**src/rtl/dmem_arbiter_if.sv**
```systemverilog
// One master's request/response channel into the data-memory arbiter.
// The master modport is the requester side; the slave modport is the arbiter side.
interface dmem_arbiter_if #(
    parameter int ADDR_W = 32
);
    logic              req_valid;
    logic              req_ready;
    logic [ADDR_W-1:0] addr;
    logic [31:0]       wdata;
    logic [2:0]        funct3;
    logic              we;
    logic              rsp_valid;
    logic              rsp_ready;
    logic [31:0]       rsp_rdata;
    logic              rsp_err;

    modport master (
        output req_valid, addr, wdata, funct3, we, rsp_ready,
        input  req_ready, rsp_valid, rsp_rdata, rsp_err
    );

    modport slave (
        input  req_valid, addr, wdata, funct3, we, rsp_ready,
        output req_ready, rsp_valid, rsp_rdata, rsp_err
    );
endinterface

```
**src/rtl/dmem_arbiter.sv**
```systemverilog
// Round-robin arbiter and single-outstanding access sequencer that shares one
// data-memory port between two masters (IDLE -> ACCESS -> RESP).
module dmem_arbiter #(
    parameter int ADDR_W    = 32,
    parameter int MEM_BYTES = 1024,
    parameter int RR_INIT   = 0
) (
    input  logic              clk,
    input  logic              rst,
    dmem_arbiter_if.slave     m0,
    dmem_arbiter_if.slave     m1,
    output logic [ADDR_W-1:0] mem_addr,
    output logic [31:0]       mem_write_data,
    output logic [2:0]        mem_funct3,
    output logic              mem_read,
    output logic              mem_write,
    input  logic [31:0]       mem_read_data
);
    typedef enum logic [1:0] {IDLE, ACCESS, RESP} state_t;

    state_t            state;
    logic              rr_ptr;
    logic              owner;
    logic [ADDR_W-1:0] cap_addr;
    logic [31:0]       cap_wdata;
    logic [2:0]        cap_funct3;
    logic              cap_we;
    logic [31:0]       cap_rdata;
    logic              cap_err;

    logic              grant0;
    logic              grant1;
    logic              win;
    logic [ADDR_W-1:0] win_addr;
    logic [31:0]       win_wdata;
    logic [2:0]        win_funct3;
    logic              win_we;
    logic              rsp0_valid;
    logic              rsp1_valid;
    logic              rsp_take;

    // Funct3/alignment/range screen; stores only accept sb/sh/sw.
    function automatic logic is_legal(input logic we, input logic [2:0] f3,
                                      input logic [ADDR_W-1:0] a);
        logic ok;
        case (f3)
            3'b000:  ok = 1'b1;
            3'b001:  ok = ~a[0];
            3'b010:  ok = (a[1:0] == 2'b00);
            3'b100:  ok = ~we;
            3'b101:  ok = ~we & ~a[0];
            default: ok = 1'b0;
        endcase
        return ok && (a < ADDR_W'(MEM_BYTES));
    endfunction

    always_comb begin
        grant0     = (state == IDLE) && m0.req_valid && (!m1.req_valid || !rr_ptr);
        grant1     = (state == IDLE) && m1.req_valid && (!m0.req_valid || rr_ptr);
        win        = grant1;
        win_addr   = win ? m1.addr   : m0.addr;
        win_wdata  = win ? m1.wdata  : m0.wdata;
        win_funct3 = win ? m1.funct3 : m0.funct3;
        win_we     = win ? m1.we     : m0.we;
        rsp_take   = owner ? m1.rsp_ready : m0.rsp_ready;
    end

    assign m0.req_ready = grant0;
    assign m1.req_ready = grant1;

    assign rsp0_valid   = (state == RESP) && !owner;
    assign rsp1_valid   = (state == RESP) &&  owner;
    assign m0.rsp_valid = rsp0_valid;
    assign m1.rsp_valid = rsp1_valid;
    assign m0.rsp_rdata = rsp0_valid ? cap_rdata : 32'h0;
    assign m1.rsp_rdata = rsp1_valid ? cap_rdata : 32'h0;
    assign m0.rsp_err   = rsp0_valid & cap_err;
    assign m1.rsp_err   = rsp1_valid & cap_err;

    // Strobes are decoded from the state register; rst kills a write in flight.
    assign mem_addr       = cap_addr;
    assign mem_write_data = cap_wdata;
    assign mem_funct3     = cap_funct3;
    assign mem_read       = (state == ACCESS) && !cap_we;
    assign mem_write      = (state == ACCESS) &&  cap_we && !rst;

    always_ff @(posedge clk) begin
        if (rst) begin
            state      <= IDLE;
            rr_ptr     <= RR_INIT[0];
            owner      <= 1'b0;
            cap_addr   <= '0;
            cap_wdata  <= '0;
            cap_funct3 <= '0;
            cap_we     <= 1'b0;
            cap_rdata  <= '0;
            cap_err    <= 1'b0;
        end else begin
            case (state)
                IDLE: begin
                    if (grant0 || grant1) begin
                        owner      <= win;
                        rr_ptr     <= ~win;
                        cap_addr   <= win_addr;
                        cap_wdata  <= win_wdata;
                        cap_funct3 <= win_funct3;
                        cap_we     <= win_we;
                        cap_rdata  <= '0;
                        if (is_legal(win_we, win_funct3, win_addr)) begin
                            cap_err <= 1'b0;
                            state   <= ACCESS;
                        end else begin
                            cap_err <= 1'b1;
                            state   <= RESP;
                        end
                    end
                end
                ACCESS: begin
                    cap_rdata <= cap_we ? 32'h0 : mem_read_data;
                    state     <= RESP;
                end
                RESP: begin
                    if (rsp_take) state <= IDLE;
                end
                default: state <= IDLE;
            endcase
        end
    end
endmodule

```
**src/flat_wrapper.sv**
```systemverilog
// flat-port wrapper written by rule: the top's interface ports become plain ports
module dmem_arbiter_flat 
#(
    parameter int ADDR_W    = 32,
    parameter int MEM_BYTES = 1024,
    parameter int RR_INIT   = 0
)
  (clk, rst, mem_addr, mem_write_data, mem_funct3, mem_read, mem_write, mem_read_data, m0_req_valid, m0_addr, m0_wdata, m0_funct3, m0_we, m0_rsp_ready, m0_req_ready, m0_rsp_valid, m0_rsp_rdata, m0_rsp_err, m1_req_valid, m1_addr, m1_wdata, m1_funct3, m1_we, m1_rsp_ready, m1_req_ready, m1_rsp_valid, m1_rsp_rdata, m1_rsp_err);
  dmem_arbiter_if #(.ADDR_W(ADDR_W)) m0_i ();
  dmem_arbiter_if #(.ADDR_W(ADDR_W)) m1_i ();
  input  logic clk;
  input  logic rst;
  output logic [ADDR_W-1:0] mem_addr;
  output logic [31:0] mem_write_data;
  output logic [2:0] mem_funct3;
  output logic mem_read;
  output logic mem_write;
  input  logic [31:0] mem_read_data;
  input wire logic [$bits(m0_i.req_valid)-1:0] m0_req_valid;
  input wire logic [$bits(m0_i.addr)-1:0] m0_addr;
  input wire logic [$bits(m0_i.wdata)-1:0] m0_wdata;
  input wire logic [$bits(m0_i.funct3)-1:0] m0_funct3;
  input wire logic [$bits(m0_i.we)-1:0] m0_we;
  input wire logic [$bits(m0_i.rsp_ready)-1:0] m0_rsp_ready;
  output wire logic [$bits(m0_i.req_ready)-1:0] m0_req_ready;
  output wire logic [$bits(m0_i.rsp_valid)-1:0] m0_rsp_valid;
  output wire logic [$bits(m0_i.rsp_rdata)-1:0] m0_rsp_rdata;
  output wire logic [$bits(m0_i.rsp_err)-1:0] m0_rsp_err;
  input wire logic [$bits(m1_i.req_valid)-1:0] m1_req_valid;
  input wire logic [$bits(m1_i.addr)-1:0] m1_addr;
  input wire logic [$bits(m1_i.wdata)-1:0] m1_wdata;
  input wire logic [$bits(m1_i.funct3)-1:0] m1_funct3;
  input wire logic [$bits(m1_i.we)-1:0] m1_we;
  input wire logic [$bits(m1_i.rsp_ready)-1:0] m1_rsp_ready;
  output wire logic [$bits(m1_i.req_ready)-1:0] m1_req_ready;
  output wire logic [$bits(m1_i.rsp_valid)-1:0] m1_rsp_valid;
  output wire logic [$bits(m1_i.rsp_rdata)-1:0] m1_rsp_rdata;
  output wire logic [$bits(m1_i.rsp_err)-1:0] m1_rsp_err;
  assign m0_i.req_valid = m0_req_valid;
  assign m0_i.addr = m0_addr;
  assign m0_i.wdata = m0_wdata;
  assign m0_i.funct3 = m0_funct3;
  assign m0_i.we = m0_we;
  assign m0_i.rsp_ready = m0_rsp_ready;
  assign m0_req_ready = m0_i.req_ready;
  assign m0_rsp_valid = m0_i.rsp_valid;
  assign m0_rsp_rdata = m0_i.rsp_rdata;
  assign m0_rsp_err = m0_i.rsp_err;
  assign m1_i.req_valid = m1_req_valid;
  assign m1_i.addr = m1_addr;
  assign m1_i.wdata = m1_wdata;
  assign m1_i.funct3 = m1_funct3;
  assign m1_i.we = m1_we;
  assign m1_i.rsp_ready = m1_rsp_ready;
  assign m1_req_ready = m1_i.req_ready;
  assign m1_rsp_valid = m1_i.rsp_valid;
  assign m1_rsp_rdata = m1_i.rsp_rdata;
  assign m1_rsp_err = m1_i.rsp_err;
  dmem_arbiter #(.ADDR_W(ADDR_W), .MEM_BYTES(MEM_BYTES), .RR_INIT(RR_INIT)) u_core (.clk(clk), .rst(rst), .m0(m0_i), .m1(m1_i), .mem_addr(mem_addr), .mem_write_data(mem_write_data), .mem_funct3(mem_funct3), .mem_read(mem_read), .mem_write(mem_write), .mem_read_data(mem_read_data));
endmodule
```
**config.mk**
```make
export PLATFORM = sky130hd
export DESIGN_NAME = dmem_arbiter_flat
export DESIGN_NICKNAME = d
export VERILOG_FILES = /design/src/rtl/dmem_arbiter_if.sv /design/src/rtl/dmem_arbiter.sv /design/src/flat_wrapper.sv
export SDC_FILE = /design/constraint.sdc
export NUM_CORES = 1
export LEC_CHECK = 0
export ABC_CLOCK_PERIOD_IN_PS = 2000
export CAP_MARGIN = 20
export CORE_ASPECT_RATIO = 0.6
export CORE_MARGIN = 10
export CORE_UTILIZATION = 36
export DETAILED_ROUTE_END_ITERATION = 16
export PLACE_DENSITY = 0.8
export RECOVER_POWER = 100
export SLEW_MARGIN = 20
export SYNTH_ARGS = -nofsm -noshare
export SYNTH_HDL_FRONTEND = slang
export SYNTH_SLANG_ARGS = --single-unit
```
**constraint.sdc**
```tcl
create_clock -name clk -period 2 [get_ports clk]
set_input_delay 0.3 -clock clk [delete_from_list [all_inputs] [get_ports clk]]
set_output_delay 0.3 -clock clk [all_outputs]
set_load 0.02 [all_outputs]
```
==> summary.md <==
| Metric | Value |
|---|---|
| Final core occ | 63.7% |
| Die area | 18300 µm² |
| WL per Instance | 19.5 µm |
| Final Non-Filler Cells | 1061 |
| Setup slack, reg-to-reg | 0.16 ns |
| Sw frac | 28.6% |
| Number of port buffers | 312 |
| Sequential element share of the synthesized area | 44.2% |
| Sink Count | 105 |
| Layout fillers | 1141 |
| Total net switching power | 1.60 mW |
| Design Area, Final | 8220 µm² |
| Max-cap violation count | 0 |
| Num ports | 313 |
| Lkg Pwr | 3.40 nW |
| First-pass GRT wire length | 31000 µm |
| Post-synth EDFFs | 0 |
| Ant. Diodes | 0 |
| CTS tree | built |
| Layout cells sized above 1 | 12.8% |
| Area share of the largest cell type after synthesis | 44.2% |
| Setup-failing EPs final | 0 |
| Congestion Overflow GR | 0 |
| RSZ-0062 raised after global routing | yes |
| Yosys cell types | 37 |
| CP Launch Type | flip-flop |
| Syn Nets | 770 |
| Worst min path class | flip-flop to flip-flop |
| CP Max Fanout | 34 |
| Slowest stage cell on the critical path | dfxtp_1 |
| Vias in the first global route | 5326 |
| Status | complete, no violations |
| CP required | 1.70 ns |
| Routed WL | 20700 µm |
| Avg Synthesized Cell Area | 7.97 µm² |
| DR vias | 5462 |
| CTS root buf | clkbuf_16 |
| DIE WIDTH | 168 µm |
| DPL Wire Length | 16000 µm |
| Routed vias/inst | 5.15 |
| Syn-to-layout area delta | 72.9% |
| Commonest non-fill, non-tap cells in the layout | clkdlybuf4s50_1, nand2_1, dfxtp_1 |
| Core Area | 12900 µm² |
| Worst r2r src | u_core.state[1]$_SDFFE_PP0P_ |
| Peak VDD IR | 0.000371 V |
| DR iter-0 viols | 422 |
| Power, Total | 5.60 mW |
| Largest net degree at the start of global routing | 106 |
| GP Congestion | 0.857 |
| Hold EP | u_core.mem_write_data[10]$_SDFFE_PP0P_ |
| Cell Rows | 32 |
| Seq pwr share | 41.3% |
| Top cells by area, synth | dfxtp_1, a311oi_1, nand2_1, and2_1, nor2_1 |
| Worst-path clk slew | 0.07 ns |
| Comb pwr share | 25.5% |
| Max_slew headroom | 44.1% |
| Worst-Margin Slew | 0.838 ns |
| # placed instances | 1045 |
| Starting Density | 36.9% |
| Mapped Cells | 596 |
| Worst reg2reg path depth | 7 |
| Critical Path Max Stage Delay | 0.31 ns |
| TritonRoute pass-1 iters | 6 |
| Synth Warn # | 0 |
| Clock Skews | 0.00793 ns |
| TritonCTS Buffers | 9 |
| Hold Path Stages | 2 |
| Placed Area | 8130 µm² |
| Hold Crit Start | u_core.mem_write_data[10]$_SDFFE_PP0P_ |
| Crit path kind | flip-flop to primary output |
| Setup TNS Final | 0 ns |
| CTS max path bufs | 2 |
| Post-synth top flop | dfxtp_1 |
| Hold_ws | 0.496 ns |
| Antenna violations before repair | 0 |
| WP data arrival | 1.62 ns |
| Antenna Nets Post-Route | 0 |
| Max Fclk | 520 MHz |
| DRC viols | 0 |
| Postcts setup bufs | 0 |
| Clock latency on the worst-skew pair | 0.34 ns |
| Slew Viols, Final | 0 |
| Setup ws final | 0.0752 ns |
| Total GRT Usage | 21.0% |
| PD cells | 681 nW/µm² |
| CP Capture Type | primary output |
| Asr flop ratio synth | 0% |
| Die height | 109 µm |
| Synth area leader | dfxtp_1 |
| Post-Syn Area | 4750 µm² |
| CTS H-tree depth | 3 |
| Final Hold Viols | 0 |
| Final Net Count | 1060 |
| Register bit total from synthesis | 105 |
| Min Tclk post-route | 1.92 ns |
| Commonest non-fill, non-tap cell in the layout | clkdlybuf4s50_1 |
| Internal power | 4.00 mW |
| Clk pwr share | 33.2% |
| Dpl ws | -0.233 ns |
| FF-to-FF End | u_core.mem_addr[19]$_SDFFE_PP0P_ |
| Fin crit share | 96.2% |
| CP cell instances | nand2b_1 -> nor2_2 -> buf_12 -> and2_1 -> clkdlybuf4s15_2 |
==> cell type report <==
type	instances	area, µm²	share of cell area [%]
sequential	105	2100	25.6
timing repair buffer	334	3150	38.4
clock inverter	5	61.3	0.746
inverter	2	7.51	0.0914
clock buffer	11	253	3.08
multi-input combinational	434	2430	29.5
tap	170	213	2.59
==> cells in the mapped netlist, drive strengths merged (2+ instances only) <==
library cell,count
a21oi,2
nand2b,3
nand3,3
nand4,4
a311oi,59
clkbuf,37
nor2,105
inv,2
and2,66
nor3,5
buf,18
o22ai,2
o21ai,3
nor4,7
nand2,119
dfxtp,105
a22oi,32
a222oi,10
==> registers in the layout, summed over array words and instances (netlist names) <==
| register | count |
|---|---|
| u_core.owner | 1 |
| u_core.cap_err | 1 |
| u_core.mem_addr | 32 |
| u_core.cap_rdata | 32 |
| u_core.cap_we | 1 |
| u_core.state | 2 |
| u_core.mem_write_data | 32 |
| u_core.mem_funct3 | 3 |
| u_core.rr_ptr | 1 |
==> power by group through the flow <==
stage	logic, mW	clock network [mW]	registers (mW)
global placement	1.48	0	2.36
CTS	1.50	1.90	2.32
detailed placement	1.50	0	2.37
finish	1.43	1.86	2.31
global route	1.54	1.98	2.33
floorplan	0.470	0	2.53
==> per-layer routing <==
layer	GRT usage, %	part of all wire (%)	routed length [µm]	up-vias
met5	0	0	0	-
met4	3.40	0.92	191	0
met3	9.38	10	2170	16
met2	35.5	48	9940	224
met1	24.5	41	8410	2548
li1	-	-	-	2674
==> timing repair <==
action                     in CTS  in global routing
setup endpoints to repair      71                 49
hold buffers                    0                  0
gates resized for setup       134                 73
==> worst max-delay path, delay by kind of cell, from the launching register on <==
family,cells,cell delay (ns)
buffers and inverters,2,0.47
flip-flops,1,0.31
AND/OR/NAND/NOR,3,0.49
==> worst max-delay path by stage <==
stage	start	endpoint	slack (ns)
after detailed placement	m0_addr[20]	u_core.cap_err$_SDFFE_PP0P_	-0.23
after floorplan	u_core.state[1]$_SDFFE_PP0P_	m0_rsp_rdata[22]	0.30
after global placement	m0_addr[20]	u_core.cap_err$_SDFFE_PP0P_	-0.20
after global routing	u_core.state[0]$_SDFFE_PP0P_	m0_rsp_rdata[18]	-0.01
final	u_core.state[0]$_SDFFE_PP0P_	m0_rsp_rdata[5]	0.08
after CTS	u_core.state[0]$_SDFFE_PP0P_	m1_rsp_rdata[24]	-0.01
==> cells by family (layout without fill, tap and decap cells) <==
kind of cell / count (synthesis) / after routing / share of synthesized area [%]
AOI/OAI and AO/OA: 115 / 115 / 20.2
DFF: 105 / 105 / 44.2
buffers and inverters: 57 / 352 / 5.08
and+or+nand+nor: 318 / 318 / 30.2
muxes: 1 / 1 / 0.237
(Power assumes the default switching activity.)
